## config.mk

```make
export PLATFORM = sky130hd
export DESIGN_NAME = rsi_calc
export DESIGN_NICKNAME = d
export VERILOG_FILES = /design/src/rtl/rsi_calc.sv
export SDC_FILE = /design/constraint.sdc
export NUM_CORES = 2
export LEC_CHECK = 0
export CAP_MARGIN = 10
export CORE_AREA = 2 2 493 373
export CTS_BUF_LIST = sky130_fd_sc_hd__clkbuf_8
export CTS_CLUSTER_DIAMETER = 40
export DETAILED_ROUTE_END_ITERATION = 10
export DIE_AREA = 0 0 495 375
export PLACE_DENSITY = 0.66
export SETUP_SLACK_MARGIN = 0.02
export SLEW_MARGIN = 20
export SYNTH_ARGS = -nofsm -noshare
export SYNTH_HDL_FRONTEND = slang
export SYNTH_SLANG_ARGS = --single-unit
```

## constraint.sdc

```tcl
create_clock -name clk -period 25.5 [get_ports clk]
set_input_delay 5.1 -clock clk [delete_from_list [all_inputs] [get_ports clk]]
set_output_delay 5.1 -clock clk [all_outputs]
set_load 0.02 [all_outputs]
```

## src/rtl/rsi_calc.sv

```systemverilog
// rsi_calc: streaming RSI over the last N price deltas.
// Each accepted price updates a circular window of per-tick gains and losses
// and their running sums. Once the window is full, a 7-step restoring divider
// produces floor(100*SumG / (SumG+SumL)).
module rsi_calc #(
  parameter int unsigned N = 14
) (
  input  logic        clk,
  input  logic        rst,
  input  logic        price_valid,
  input  logic [31:0] price,
  output logic        price_ready,
  output logic [31:0] RSI,
  output logic        rsi_valid
);

  localparam int unsigned CW = $clog2(N + 1);  // count / sum growth bits
  localparam int unsigned SW = 32 + CW;        // gain/loss sum width
  localparam int unsigned WW = $clog2(N);      // window pointer width
  localparam int unsigned DW = SW + 1;         // denominator width
  localparam int unsigned NW = SW + 7;         // numerator / remainder width

  typedef enum logic [1:0] {IDLE, UPDATE, DIV, DONE} state_t;

  state_t          r_state;
  state_t          w_state_n;

  logic [31:0]     r_cur;
  logic [31:0]     r_prev;
  logic            r_have_prev;
  logic [31:0]     r_gbuf [N];
  logic [31:0]     r_lbuf [N];
  logic [SW-1:0]   r_sum_g;
  logic [SW-1:0]   r_sum_l;
  logic [WW-1:0]   r_wp;
  logic [CW-1:0]   r_count;
  logic [NW-1:0]   r_rem;
  logic [DW-1:0]   r_den;
  logic [6:0]      r_q;
  logic [2:0]      r_k;

  logic [31:0]     w_gain;
  logic [31:0]     w_loss;
  logic [SW-1:0]   w_sum_g_n;
  logic [SW-1:0]   w_sum_l_n;
  logic [CW-1:0]   w_count_n;
  logic            w_full;
  logic [NW-1:0]   w_trial;
  logic            w_fit;
  logic [6:0]      w_q_step;

  // Window update arithmetic and one restoring-divider step.
  always_comb begin
    w_gain    = (r_cur > r_prev) ? (r_cur - r_prev) : '0;
    w_loss    = (r_prev > r_cur) ? (r_prev - r_cur) : '0;
    w_sum_g_n = r_sum_g + SW'(w_gain) - SW'(r_gbuf[r_wp]);
    w_sum_l_n = r_sum_l + SW'(w_loss) - SW'(r_lbuf[r_wp]);
    w_count_n = (r_count == CW'(N)) ? r_count : r_count + 1'b1;
    w_full    = (w_count_n == CW'(N));
    w_trial   = NW'(r_den) << r_k;
    w_fit     = (r_rem >= w_trial);
    w_q_step  = r_q;
    w_q_step[r_k] = w_fit;
  end

  // State register.
  always_ff @(posedge clk) begin
    if (rst) r_state <= IDLE;
    else     r_state <= w_state_n;
  end

  // Next-state decode and handshake/strobe outputs.
  always_comb begin
    w_state_n   = r_state;
    price_ready = 1'b0;
    rsi_valid   = 1'b0;
    case (r_state)
      IDLE: begin
        price_ready = 1'b1;
        if (price_valid) w_state_n = UPDATE;
      end
      UPDATE: w_state_n = (r_have_prev && w_full) ? DIV : IDLE;
      DIV:    if (r_k == 3'd0) w_state_n = DONE;
      DONE: begin
        rsi_valid = 1'b1;
        w_state_n = IDLE;
      end
      default: w_state_n = IDLE;
    endcase
    if (rst) begin
      price_ready = 1'b0;
      rsi_valid   = 1'b0;
    end
  end

  // Datapath: price capture, window/sums update, divider iteration, result.
  always_ff @(posedge clk) begin
    if (rst) begin
      r_cur       <= '0;
      r_prev      <= '0;
      r_have_prev <= 1'b0;
      r_sum_g     <= '0;
      r_sum_l     <= '0;
      r_wp        <= '0;
      r_count     <= '0;
      r_rem       <= '0;
      r_den       <= '0;
      r_q         <= '0;
      r_k         <= '0;
      RSI         <= '0;
      for (int unsigned i = 0; i < N; i++) begin
        r_gbuf[i] <= '0;
        r_lbuf[i] <= '0;
      end
    end else begin
      case (r_state)
        IDLE: if (price_valid) r_cur <= price;
        UPDATE: begin
          r_prev <= r_cur;
          if (!r_have_prev) begin
            r_have_prev <= 1'b1;
          end else begin
            r_sum_g      <= w_sum_g_n;
            r_sum_l      <= w_sum_l_n;
            r_gbuf[r_wp] <= w_gain;
            r_lbuf[r_wp] <= w_loss;
            r_wp         <= (r_wp == WW'(N - 1)) ? '0 : r_wp + 1'b1;
            r_count      <= w_count_n;
            r_rem        <= NW'(w_sum_g_n) * NW'(100);
            r_den        <= DW'(w_sum_g_n) + DW'(w_sum_l_n);
            r_q          <= '0;
            r_k          <= 3'd6;
          end
        end
        DIV: begin
          if (w_fit) r_rem <= r_rem - w_trial;
          r_q <= w_q_step;
          // Result is registered on the final divide step so RSI is already
          // valid during the DONE cycle alongside the strobe.
          if (r_k == 3'd0)
            RSI <= (r_den == '0) ? 32'd50 : {25'b0, w_q_step};
          else
            r_k <= r_k - 1'b1;
        end
        default: ;
      endcase
    end
  end

endmodule

```

==> results by stage <==
Cells and area:
- The leading cell type in the layout, fill and taps excluded is nor2_1.
- After filler insertion, the fill cell instance count of the layout stands at 16900.
- The area growth from synthesis to final layout is 9.21%.
- Summing all non-filler instances in the final layout gives an area of 78500 sq um.
- In the final layout, the share of cells above drive strength 1 is 13.2%.
- The net count of the finished layout is 6837.
- Leaving out fill and tap cells, the most frequent cells in the layout are nor2_1, edfxtp_1, inv_1.

Timing:
- The worst-case setup margin in the final layout is 13.37 ns.
- In this run the tightest slew margin relative to its limit is 19.9%.
- The number of pins exceeding their max-slew limit in the final report is 0.
- Derived from the worst setup path, the maximum achievable clock frequency is 82.4 MHz.
- The final critical path time including I/O delays and setup is 12.13 ns.
- The actual transition at the worst max-transition pin is 1.20 ns.
- The final-report hold violation count is 0.
- The setup total negative slack is 0 ns.
- Setup violations remaining at the end of the flow were counted as 0.
- Setup repair after global routing left no endpoint under its margin.
- After layout, the worst path uses 47.6% of the clock period.
- Clock skew on the completed layout was measured at 0.0809 ns.

Min path:
- The tightest min-delay check is of the register to register type.
- The number of cells on the worst hold path is 2.
- The startpoint identified for the worst hold timing path is RSI[3]$_SDFFE_PP0P_.
- For hold timing, the worst endpoint is RSI[3]$_SDFFE_PP0P_.

Synthesis:
- The cell count after synthesis came out at 6434.
- Of the total synthesized cell area, the portion taken by AND, OR, NAND and NOR gates is 12.5%.
- Counting flops and latches in the post-synthesis netlist gives 1272.
- Of the total synthesized cell area, the portion taken by full adders, half adders and majority gates is 8.52%.
- The sequential share of the synthesized area is 49.7%.
- The largest family of logic cells by synthesized area is simple AND/OR/NAND/NOR gates.
- The most used flip-flop cell after synthesis is edfxtp_1.
- After synthesis, the netlist uses 96 different library cells.
- The portion of synthesized area spent on multiplexers is 11.6%.
- The synthesized netlist devotes 2.72% of its cell area to XOR and XNOR gates.
- The synthesized netlist occupies a cell area of 71900 sq um.
- The number of flops mapped to enable cells by yosys is 1024.
- The complex-gate fraction of the synthesized area is 9.70%.
- The Yosys warning count is 0.
- The synthesized area per cell is 11.2 sq um.
- Counting flops with an async set or reset pin after synthesis yields a share of 0%.

Clock tree:
- The clock-pin transition on the worst setup and hold timing paths is 0.06 ns.
- Clock tree synthesis found a total of 1272 sinks.
- The post-CTS resize count is 0.
- The number of hold-repair buffers added at the cts stage is 0.
- The number of CTS-inserted buffers is 199.
- The clock root buffer master is clkbuf_8.
- The CTS tree is built.
- No sink is reached through more buffers than the 3 on the longest clock path.
- The post-CTS setup buffer count is 0.
- The maximum level of the CTS H-tree is 4.
- The clock latency on the worst-skew pair is 0.99 ns.

Global routing:
- The maximum number of pins on one net before global-route repair is 117.
- The first global-routing pass estimated 311 mm of wire.
- The initial antenna violation count is 6.
- The number of global-route vias before repair was 49800.
- For this run the aggregate overflow at the end of global routing stands at 0.
- The global routing usage summed across all routing layers is 22.1%.

Routing:
- The number of DRC markers in iteration 0 is 6340.
- In this run the remaining antenna-violating nets after routing total 0.
- The via density per instance is 5.68.
- The routed wire length per instance is 23.3 um.
- The routed layout has 50900 vias.
- The first-pass iteration count of the detailed router is 8.
- Summed over all layers, the routed wires come to 208 mm.
- The count of unresolved DRC violations after routing is 0.

Run:
- Across the run, the number of max-cap violations was 0.

Setup path:
- The worst setup path is launched from a primary input.
- The worst path arrival time is 7.03 ns.
- The worst-path maximum fanout is 109.
- The data required time of the critical path is 20.40 ns.
- The endpoint kind of the worst setup timing path is a primary output.
- The terminus of the critical flop-to-flop path is r_rem[39]$_SDFFE_PP0P_.
- For the worst flop-to-flop path, the logic depth is 40.
- The worst-case register-to-register setup slack is 14.54 ns.
- The startpoint identified for the worst register-to-register timing path is r_cur[0]$_SDFFE_PP0P_.
- The class of the most critical setup path is primary input to primary output.

Place:
- The worst slack after detailed placement is 13.37 ns.
- Input and output buffers added on the ports amount to 43.
- The placer's final routability congestion estimate is 0.904.
- The wire-length estimate of the detail-placed layout is 132 mm.
- The instance area after placement is 74400 sq um.

Floorplanning:
- The horizontal die dimension is 495 um.
- For this configuration, the core starts out at a cell density of 39.6%.
- The number of placed I/O pins is 69.
- The die outline area is 186000 sq um.
- The die is 375 um tall.
- The core region is 181000 sq um.
- Row generation in the floorplan step produced 136 rows.

Outcome:
- The run finished with clean final reports.
## flip-flops by register name (all words and copies together) (netlist names), named ones only
register and flops:
r_gbuf 512, r_cur 32, r_q 7, r_sum_l 36
r_lbuf 512, r_state 1, r_sum_g 36, r_wp 4
r_rem 43, r_count 4, RSI 7, r_prev 32
r_k 3, r_have_prev 1, r_den 37
## through the flow
stage / utilization, % / std cells / hold WS (ns)
floorplan: - / 6458 / 0.432
global placement: 41.0 / 8584 / 0.435
detailed placement: 41.0 / 8584 / 0.444
CTS: 43.2 / 8953 / 0.458
global route: 43.3 / 8956 / 0.475
finish: 43.3 / 8957 / 0.449
## layout make-up
cell class              instances  area (sq um)  area share (%)
inverters                     498          1870            2.38
multi-input cells            4271         32700            41.6
clock buffers                 217          2990            3.81
flip-flops and latches       1272         35700            45.5
well taps                    2415          3020            3.85
clock inverters               152          1050            1.33
repair buffers                130          1150            1.47
diodes                          2          5.00         0.00638
## routing by layer
metal  wire length, um  track usage, %
met4              4410            5.82
met3             24800            6.18
met2             91200            33.1
met1             87900            31.4
met5                83           0.260
## cells in the mapped netlist, drive strengths merged (61+ instances only)
library cell | instances | share of area, %
xnor2 | 141 | 1.8
a21o | 148 | 1.5
mux4 | 345 | 11
clkbuf | 271 | 1.4
inv | 497 | 2.6
a211oi | 61 | 0.66
edfxtp | 1024 | 43
nand2 | 544 | 3.0
a21oi | 426 | 3.0
xor2 | 75 | 0.95
buf | 146 | 1.3
nor2 | 1132 | 5.9
ha | 331 | 5.8
nor3 | 74 | 0.53
fa | 99 | 2.8
o21ai | 205 | 1.4
dfxtp | 248 | 6.9
nand3 | 70 | 0.49
## worst max-delay path, cell delays in order
cell	delay, ns
clkbuf_8	0.28
nor3_1	0.68
buf_4	0.28
clkdlybuf4s50_1	0.61
## cell families after synthesis
| family | after synthesis |
|---|---|
| other | 1 |
| xor gates and xnor gates | 216 |
| AOI/OAI and AO/OA | 1110 |
| DFF | 1272 |
| adders and majority gates | 430 |
| buffers and inverters | 915 |
| and+or+nand+nor | 2089 |
| muxes | 401 |
## worst max-delay path by stage
stage               from           to
global route         rst    rsi_valid
floorplan            rst  price_ready
finish               rst  price_ready
global placement     rst  price_ready
CTS                  rst    rsi_valid
detailed placement   rst    rsi_valid
Power is not shown: default switching activity piles up to over one toggle a cycle in this logic, so the estimate is an artifact.
